===== src/rtl/fb_pkg.sv =====
// Shared definitions for the frame writer slice.
//   fw_state_t     : writer FSM states (IDLE, WRITE, WAIT_SWAP)
//   FB_H_ACTIVE    : default visible width
//   FB_V_ACTIVE    : default visible height
//   FB_PIX_W       : framebuffer word width (24, or 16 with FRAME_WRITER_RGB565_EN)
//   rgb888_to_565  : packs {R,G,B} 8:8:8 into 5:6:5
// Optional feature macro: FRAME_WRITER_RGB565_EN
package fb_pkg;

   typedef enum logic [1:0] {
      IDLE      = 2'd0,
      WRITE     = 2'd1,
      WAIT_SWAP = 2'd2
   } fw_state_t;

   localparam int FB_H_ACTIVE = 320;
   localparam int FB_V_ACTIVE = 180;

`ifdef FRAME_WRITER_RGB565_EN
   localparam int FB_PIX_W = 16;
`else
   localparam int FB_PIX_W = 24;
`endif

   function automatic logic [15:0] rgb888_to_565(input logic [23:0] pix);
      return {pix[23:19], pix[15:10], pix[7:3]};
   endfunction

endpackage


===== src/rtl/fb_addr_gen.sv =====
// Two-stage registered framebuffer address/data generator.
//   S1 registers the pixel, column, row*H_ACTIVE, the target bank, the
//   in-range flag and the final-coordinate flag. S2 forms the bank-offset
//   address and drives the write strobe.
// Ports:
//   aclk, aresetn  : clock, asynchronous active-low reset
//   valid_i        : pixel accepted this cycle
//   pixel_i        : RGB888 pixel {R,G,B}
//   h_i, v_i       : pixel coordinates
//   bank_i         : bank to write, latched with the pixel at S1
//   fb_addr_o      : framebuffer address (S2)
//   fb_wdata_o     : framebuffer data (S2)
//   fb_we_o        : write strobe (S2)
//   last_o         : final-coordinate pixel written this cycle (S2)
//   drop_o         : out-of-range pixel leaving S1 (counted at S2)
// Optional feature macro: FRAME_WRITER_RGB565_EN (packs data to RGB565).
module fb_addr_gen
   import fb_pkg::*;
#(
   parameter int H_ACTIVE = FB_H_ACTIVE,
   parameter int V_ACTIVE = FB_V_ACTIVE,
   parameter int ADDR_W   = $clog2(2 * H_ACTIVE * V_ACTIVE)
) (
   input  logic                aclk,
   input  logic                aresetn,
   input  logic                valid_i,
   input  logic [23:0]         pixel_i,
   input  logic [10:0]         h_i,
   input  logic [9:0]          v_i,
   input  logic                bank_i,
   output logic [ADDR_W-1:0]   fb_addr_o,
   output logic [FB_PIX_W-1:0] fb_wdata_o,
   output logic                fb_we_o,
   output logic                last_o,
   output logic                drop_o
);

   localparam logic [10:0]       H_LIM    = 11'(H_ACTIVE);
   localparam logic [9:0]        V_LIM    = 10'(V_ACTIVE);
   localparam logic [10:0]       H_LAST   = 11'(H_ACTIVE - 1);
   localparam logic [9:0]        V_LAST   = 10'(V_ACTIVE - 1);
   localparam logic [ADDR_W-1:0] BANK_OFF = ADDR_W'(H_ACTIVE * V_ACTIVE);

   // S1 state
   logic              s1_valid_q;
   logic [23:0]       s1_pix_q;
   logic [10:0]       s1_h_q;
   logic [ADDR_W-1:0] s1_vmul_q;
   logic              s1_in_range_q;
   logic              s1_last_q;
   logic              s1_bank_q;

   // S2 state
   logic [ADDR_W-1:0]   s2_addr_q;
   logic [FB_PIX_W-1:0] s2_wdata_q;
   logic                s2_we_q;
   logic                s2_last_q;

   // NOTE: sequential state uses non-blocking (<=) so every register samples
   // pre-edge values; blocking here would let S2 see this cycle's S1 update.
   always_ff @(posedge aclk or negedge aresetn) begin
      if (!aresetn) begin
         s1_valid_q    <= 1'b0;
         s1_pix_q      <= '0;
         s1_h_q        <= '0;
         s1_vmul_q     <= '0;
         s1_in_range_q <= 1'b0;
         s1_last_q     <= 1'b0;
         s1_bank_q     <= 1'b0;
         s2_addr_q     <= '0;
         s2_wdata_q    <= '0;
         s2_we_q       <= 1'b0;
         s2_last_q     <= 1'b0;
      end else begin
         s1_valid_q <= valid_i;
         if (valid_i) begin
            s1_pix_q      <= pixel_i;
            s1_h_q        <= h_i;
            s1_vmul_q     <= ADDR_W'(v_i) * ADDR_W'(H_ACTIVE);
            s1_in_range_q <= (h_i < H_LIM) && (v_i < V_LIM);
            s1_last_q     <= (h_i == H_LAST) && (v_i == V_LAST);
            s1_bank_q     <= bank_i;
         end

         s2_we_q   <= s1_valid_q & s1_in_range_q;
         s2_last_q <= s1_valid_q & s1_last_q;
         // Address/data only move on a real write so the port holds steady otherwise.
         if (s1_valid_q && s1_in_range_q) begin
            s2_addr_q <= (s1_bank_q ? BANK_OFF : '0) + s1_vmul_q + ADDR_W'(s1_h_q);
`ifdef FRAME_WRITER_RGB565_EN
            s2_wdata_q <= rgb888_to_565(s1_pix_q);
`else
            s2_wdata_q <= s1_pix_q;
`endif
         end
      end
   end

   assign fb_addr_o  = s2_addr_q;
   assign fb_wdata_o = s2_wdata_q;
   assign fb_we_o    = s2_we_q;
   assign last_o     = s2_last_q;
   assign drop_o     = s1_valid_q & ~s1_in_range_q;

endmodule


===== src/rtl/frame_writer.sv =====
// Frame writer: pixel AXI-stream sink writing a double-buffered framebuffer.
// Accepts pixels in WRITE, turns each into a BRAM write two cycles later,
// pulses frame_done with the final pixel's write, then holds off the stream
// in WAIT_SWAP until the display side acknowledges the bank swap.
// Ports:
//   aclk, aresetn        : clock, asynchronous active-low reset
//   start                : arms writing from IDLE (ignored elsewhere)
//   pixel_axis_*         : RGB888 pixel stream {R,G,B}
//   hcount_in, vcount_in : coordinates travelling with each pixel
//   fb_addr/wdata/we     : framebuffer write port
//   write_bank           : bank currently targeted by new pixels
//   frame_done           : one-cycle pulse with the final pixel's write
//   swap_ack             : display has switched to the completed bank
//   drop_count           : saturating count of out-of-range pixels this frame
// Optional feature macro: FRAME_WRITER_RGB565_EN (16-bit RGB565 framebuffer).
module frame_writer
   import fb_pkg::*;
#(
   parameter int H_ACTIVE = FB_H_ACTIVE,
   parameter int V_ACTIVE = FB_V_ACTIVE,
   parameter int ADDR_W   = $clog2(2 * H_ACTIVE * V_ACTIVE)
) (
   input  logic                aclk,
   input  logic                aresetn,
   input  logic                start,
   input  logic [23:0]         pixel_axis_tdata,
   input  logic                pixel_axis_tvalid,
   output logic                pixel_axis_tready,
   input  logic [10:0]         hcount_in,
   input  logic [9:0]          vcount_in,
   output logic [ADDR_W-1:0]   fb_addr,
   output logic [FB_PIX_W-1:0] fb_wdata,
   output logic                fb_we,
   output logic                write_bank,
   output logic                frame_done,
   input  logic                swap_ack,
   output logic [15:0]         drop_count
);

   localparam logic [10:0] H_LAST = 11'(H_ACTIVE - 1);
   localparam logic [9:0]  V_LAST = 10'(V_ACTIVE - 1);

   fw_state_t   state_q;
   logic        tready_q;
   logic        bank_q;
   logic [15:0] drop_cnt_q, drop_cnt_d;
   logic        accept;
   logic        last_in;
   logic        drop_pulse;
   logic        drop_clear;

   assign accept  = pixel_axis_tvalid & tready_q;
   assign last_in = (hcount_in == H_LAST) && (vcount_in == V_LAST);

   // Counter clears on a new frame; a clear wins over a coincident drop.
   assign drop_clear = ((state_q == IDLE) && start) ||
                       ((state_q == WAIT_SWAP) && swap_ack);

   // NOTE: an always_comb must assign every output on every path; the
   // default first line is what keeps this from becoming a latch.
   always_comb begin
      drop_cnt_d = drop_cnt_q;
      if (drop_clear) begin
         drop_cnt_d = '0;
      end else if (drop_pulse && (drop_cnt_q != 16'hFFFF)) begin
         drop_cnt_d = drop_cnt_q + 16'd1;
      end
   end

   // tready is registered alongside the state so it changes with the state.
   always_ff @(posedge aclk or negedge aresetn) begin
      if (!aresetn) begin
         state_q    <= IDLE;
         tready_q   <= 1'b0;
         bank_q     <= 1'b0;
         drop_cnt_q <= '0;
      end else begin
         drop_cnt_q <= drop_cnt_d;
         case (state_q)
            IDLE: begin
               if (start) begin
                  state_q  <= WRITE;
                  tready_q <= 1'b1;
               end
            end
            WRITE: begin
               // Any final-coordinate pixel ends the frame; order is not assumed.
               if (accept && last_in) begin
                  state_q  <= WAIT_SWAP;
                  tready_q <= 1'b0;
               end
            end
            WAIT_SWAP: begin
               if (swap_ack) begin
                  bank_q   <= ~bank_q;
                  state_q  <= WRITE;
                  tready_q <= 1'b1;
               end
            end
            default: begin
               state_q  <= IDLE;
               tready_q <= 1'b0;
            end
         endcase
      end
   end

   fb_addr_gen #(
      .H_ACTIVE (H_ACTIVE),
      .V_ACTIVE (V_ACTIVE),
      .ADDR_W   (ADDR_W)
   ) u_addr_gen (
      .aclk       (aclk),
      .aresetn    (aresetn),
      .valid_i    (accept),
      .pixel_i    (pixel_axis_tdata),
      .h_i        (hcount_in),
      .v_i        (vcount_in),
      .bank_i     (bank_q),
      .fb_addr_o  (fb_addr),
      .fb_wdata_o (fb_wdata),
      .fb_we_o    (fb_we),
      .last_o     (frame_done),
      .drop_o     (drop_pulse)
   );

   assign pixel_axis_tready = tready_q;
   assign write_bank        = bank_q;
   assign drop_count        = drop_cnt_q;

endmodule

===== config.mk =====
export PLATFORM = sky130hd
export DESIGN_NAME = frame_writer
export DESIGN_NICKNAME = d
export VERILOG_FILES = /design/src/rtl/fb_pkg.sv /design/src/rtl/fb_addr_gen.sv /design/src/rtl/frame_writer.sv
export SDC_FILE = /design/constraint.sdc
export NUM_CORES = 1
export LEC_CHECK = 0
export ABC_CLOCK_PERIOD_IN_PS = 2200
export CORE_ASPECT_RATIO = 0.6
export CORE_UTILIZATION = 47
export CTS_BUF_LIST = sky130_fd_sc_hd__clkbuf_8 sky130_fd_sc_hd__clkbuf_16
export DETAILED_ROUTE_END_ITERATION = 12
export HOLD_SLACK_MARGIN = 0.02
export PLACE_DENSITY_LB_ADDON = 0.2
export SLEW_MARGIN = 20
export SYNTH_ARGS = -nofsm -noshare
export SYNTH_HDL_FRONTEND = slang
export SYNTH_HIERARCHICAL = 1
export SYNTH_SLANG_ARGS = --single-unit

===== constraint.sdc =====
create_clock -name aclk -period 2.2 [get_ports aclk]
set_clock_uncertainty 0.05 [all_clocks]
set_input_delay 0.44 -clock aclk [delete_from_list [all_inputs] [get_ports aclk]]
set_output_delay 0.44 -clock aclk [all_outputs]
set_load 0.005 [all_outputs]

==> results of run 1 <==
==> worst paths after layout <==
kind                                           from                  endpoint  slack, ps  cells after the start
setup / recovery               u_addr_gen/s1_h_q[8]  u_addr_gen/fb_addr_o[15]        -30                      9
hold / removal                         vcount_in[5]      u_addr_gen/s1_last_q        420                      3
setup reg to reg               u_addr_gen/s1_h_q[8]  u_addr_gen/fb_addr_o[15]        -30                      9
hold reg to reg            u_addr_gen/fb_addr_o[15]  u_addr_gen/fb_addr_o[15]        430                      2
max in group asynchronous                   aresetn   u_addr_gen/fb_addr_o[2]       1010                      3
min in group asynchronous                   aresetn  u_addr_gen/fb_addr_o[12]        480                      2
==> layout make-up <==
cell class	count	area (um^2)	share of cell area [%]
multi-input combinational	294	2630	33.6
inverter	15	56.3	0.718
clock inverter	15	209	2.66
clock buffer	17	425	5.42
tap	160	200	2.55
sequential	113	2830	36.0
timing repair buffer	155	1490	19.0
==> layer usage <==
metal	track usage, %	up-vias	wire (um)
li1	-	1931	-
met5	0	-	0
met2	34.3	125	5620
met1	31.6	2038	6250
met4	7.41	0	99
met3	9.03	10	940
==> critical path, stage by stage, from the launching register on <==
cell and delay, ps:
dfrtp_1 340, inv_2 50, fa_1 540, inv_2 50, fa_2 360, a21oi_4 160
o21ai_2 90, a41oi_2 220, xor2_1 180, o21ai_1 70
==> power by group through the flow <==
stage          sequential (mW)  combinational [mW]  clock, mW
2_1_floorplan             2.85               0.853          0
3_3_place_gp              2.85                1.96          0
3_5_place_dp              2.90                2.01          0
4_1_cts                   2.87                2.10       2.96
5_1_grt                   2.93                2.30       3.06
6_report                  2.87                2.12       2.91
==> flip-flops by register name, summed over array words and instances (netlist names) <==
signal                    cells
drop_count                   16
pixel_axis_tready             1
state_q                       2
u_addr_gen/fb_addr_o         17
u_addr_gen/fb_wdata_o        24
u_addr_gen/fb_we_o            1
u_addr_gen/last_o             1
u_addr_gen/s1_bank_q          1
u_addr_gen/s1_h_q            11
u_addr_gen/s1_in_range_q      1
u_addr_gen/s1_last_q          1
u_addr_gen/s1_pix_q          24
u_addr_gen/s1_valid_q         1
u_addr_gen/s1_vmul_q         11
write_bank                    1
==> metrics by stage <==
stage,setup WS [ps],hold slack [ps]
6_report,-28.8,420
5_1_grt,-134,408
4_1_cts,-35.8,441
3_5_place_dp,-630,379
3_3_place_gp,-571,375
2_1_floorplan,6.82,94.4
==> cell families after synthesis <==
kind of cell / Yosys count / share of synthesized area, %
XOR/XNOR: 17 / 2.74
multiplexers: 74 / 15.4
flip-flops: 113 / 52.0
adder cells (fa/ha/maj): 33 / 8.01
AND/OR/NAND/NOR: 95 / 10.5
buffers and inverters: 29 / 2.37
AO/OA/AOI/OAI: 75 / 9.02
==> layout by cell type, fill, tap and decap left out, types with 4 or more instances in the layout <==
cell and count:
clkdlybuf4s50_1 104, or3_1 5, ha_1 22, nor2_1 10, a21oi_4 4, mux2_2 73
buf_12 4, inv_1 13, o31ai_1 5, clkbuf_16 17, buf_4 41, ha_4 7
xnor2_1 12, or4_1 5, clkinv_4 5, dfrtp_1 113, bufinv_16 4, o21ai_0 12
a21oi_1 13, nand4_1 10, o21ai_1 11, nand2_1 26, nand3_1 5, xor2_1 5
a21oi_2 8
==> timing repair <==
| item | CTS | global route |
|---|---|---|
| pin swaps | 9 | 5 |
| gates resized for setup | 19 | 11 |
| hold buffers | 1 | 0 |
| setup buffers | 2 | 1 |
| endpoints found under the hold margin | 32 | 0 |
| setup endpoints to repair | 7 | 9 |
==> results.toml, run 1 <==
[status]
status = "finished with violations"
violations = "negative setup slack"

[sta]
slew_headroom_pct = 62.7
layout_setup_ws_ps = -28.8
period_share_pct = 101
max_freq_ghz = 0.449
finalHoldViolations = 0
worst_pin_slew_ps = 555
rsz0062_at_grt = "true"
min_period_ps = 2230
slew_violations = 0
tns_ps = -28.8
finalSetupViolCount = 1

[logic_synthesis]
ys_seq_elements = 113
syn_area_per_cell_um2 = 12.5
syn_area_um2 = 5440
syn_nets = 519
async_reset_ff_share_pct = 100
syn_inst = 436
ys.flop_type = "dfrtp_1"
synth_edf_count = 0
synth_area_leaders = "dfrtp_1 (52%), mux2_2 (15%), ha_1 (6.9%)"
yosysUniqueCellTypes = 58
yosysMostFrequentCell = "dfrtp_1"
synth_top_area_share_pct = 52.0
synth_top_area_cell = "dfrtp_1"
yosysWarnings = 6
synthTopCellsByCount = "dfrtp_1 (113), mux2_2 (73), ha_1 (30), nand2_1 (28), a21oi_1 (17)"
ys_seq_area_share_pct = 52.0

[die]
core_area_um2 = 11300
start_util_pct = 48.1
fp.dieArea_um2 = 12000
io_pins = 111
die_w_um = 141
rows = 30
die_y_um = 85.3

[finish]
area_growth_pct = 44.3
fin_cells = 769
drive_gt1_share_pct = 31.5
n_fill_cell = 792
fin_area_um2 = 7850
final_core_util_pct = 69.4
antenna_cells = 0
layout.nets = 679

[cts]
tritoncts = "yes"
cts_sinks = 113
cts_buffers = 17
clk_pin_slew_ps = 50
cts_max_level = 4
clk_latency_ps = 410
clk_path_buf_depth = 2
root_buffer = "clkbuf_16"

[worst_setup_path]
crit_required_ps = 2430
crit_path_start_kind = "register"
end_kind = "register"
cp_max_fo = 2
crit_arrival_ps = 2460
path_class = "register to register"

[grt]
grt_overflow_total = 0
grtUsageTotal_pct = 23.2
first_global_vias = 4185
antenna_found_initial = 0
grt_max_degree = 45
grt_pass1_wl_um = 21300

[route]
vias_per_cell = 5.34
postRouteAntennaNets = 0
drc = 0
drtPass1Iterations = 4
wirelength_um = 12900
num_vias = 4104
drt_first_iter_violations = 225
wl_per_cell_um = 16.8

[placement]
post_dp_cell_area_um2 = 7030
place.gp.congestion = 0.849
io_buffers = 110
dp.cells = 733
dpl.hpwl_um = 9360

[power_and_ir_drop]
power_frac_comb_pct = 26.8
p_leak_nw = 3.39
sequentialPowerShare_pct = 36.3
total_power_mw = 7.90
switching_share_pct = 27.0
ir_drop_mv = 0.637
power_frac_clock_pct = 36.9
p_sw_mw = 2.13
power_density_nw_per_um2 = 1010
power.internal_mw = 5.77

[worst_hold_path]
min_path_type = "primary input to register"

[job]
max-cap-violations = 0
Note: power is estimated with default switching activity, not from simulation.
==> inputs of run 2 (changes only) <==
--- a/config.mk
+++ b/config.mk
@@ -10,7 +10,6 @@
 export CORE_UTILIZATION = 47
 export CTS_BUF_LIST = sky130_fd_sc_hd__clkbuf_8 sky130_fd_sc_hd__clkbuf_16
 export DETAILED_ROUTE_END_ITERATION = 12
-export HOLD_SLACK_MARGIN = 0.02
 export PLACE_DENSITY_LB_ADDON = 0.2
 export SLEW_MARGIN = 20
 export SYNTH_ARGS = -nofsm -noshare
==> results of run 2 <==
Final layout, timing and power as in run 1 (identical DEF).
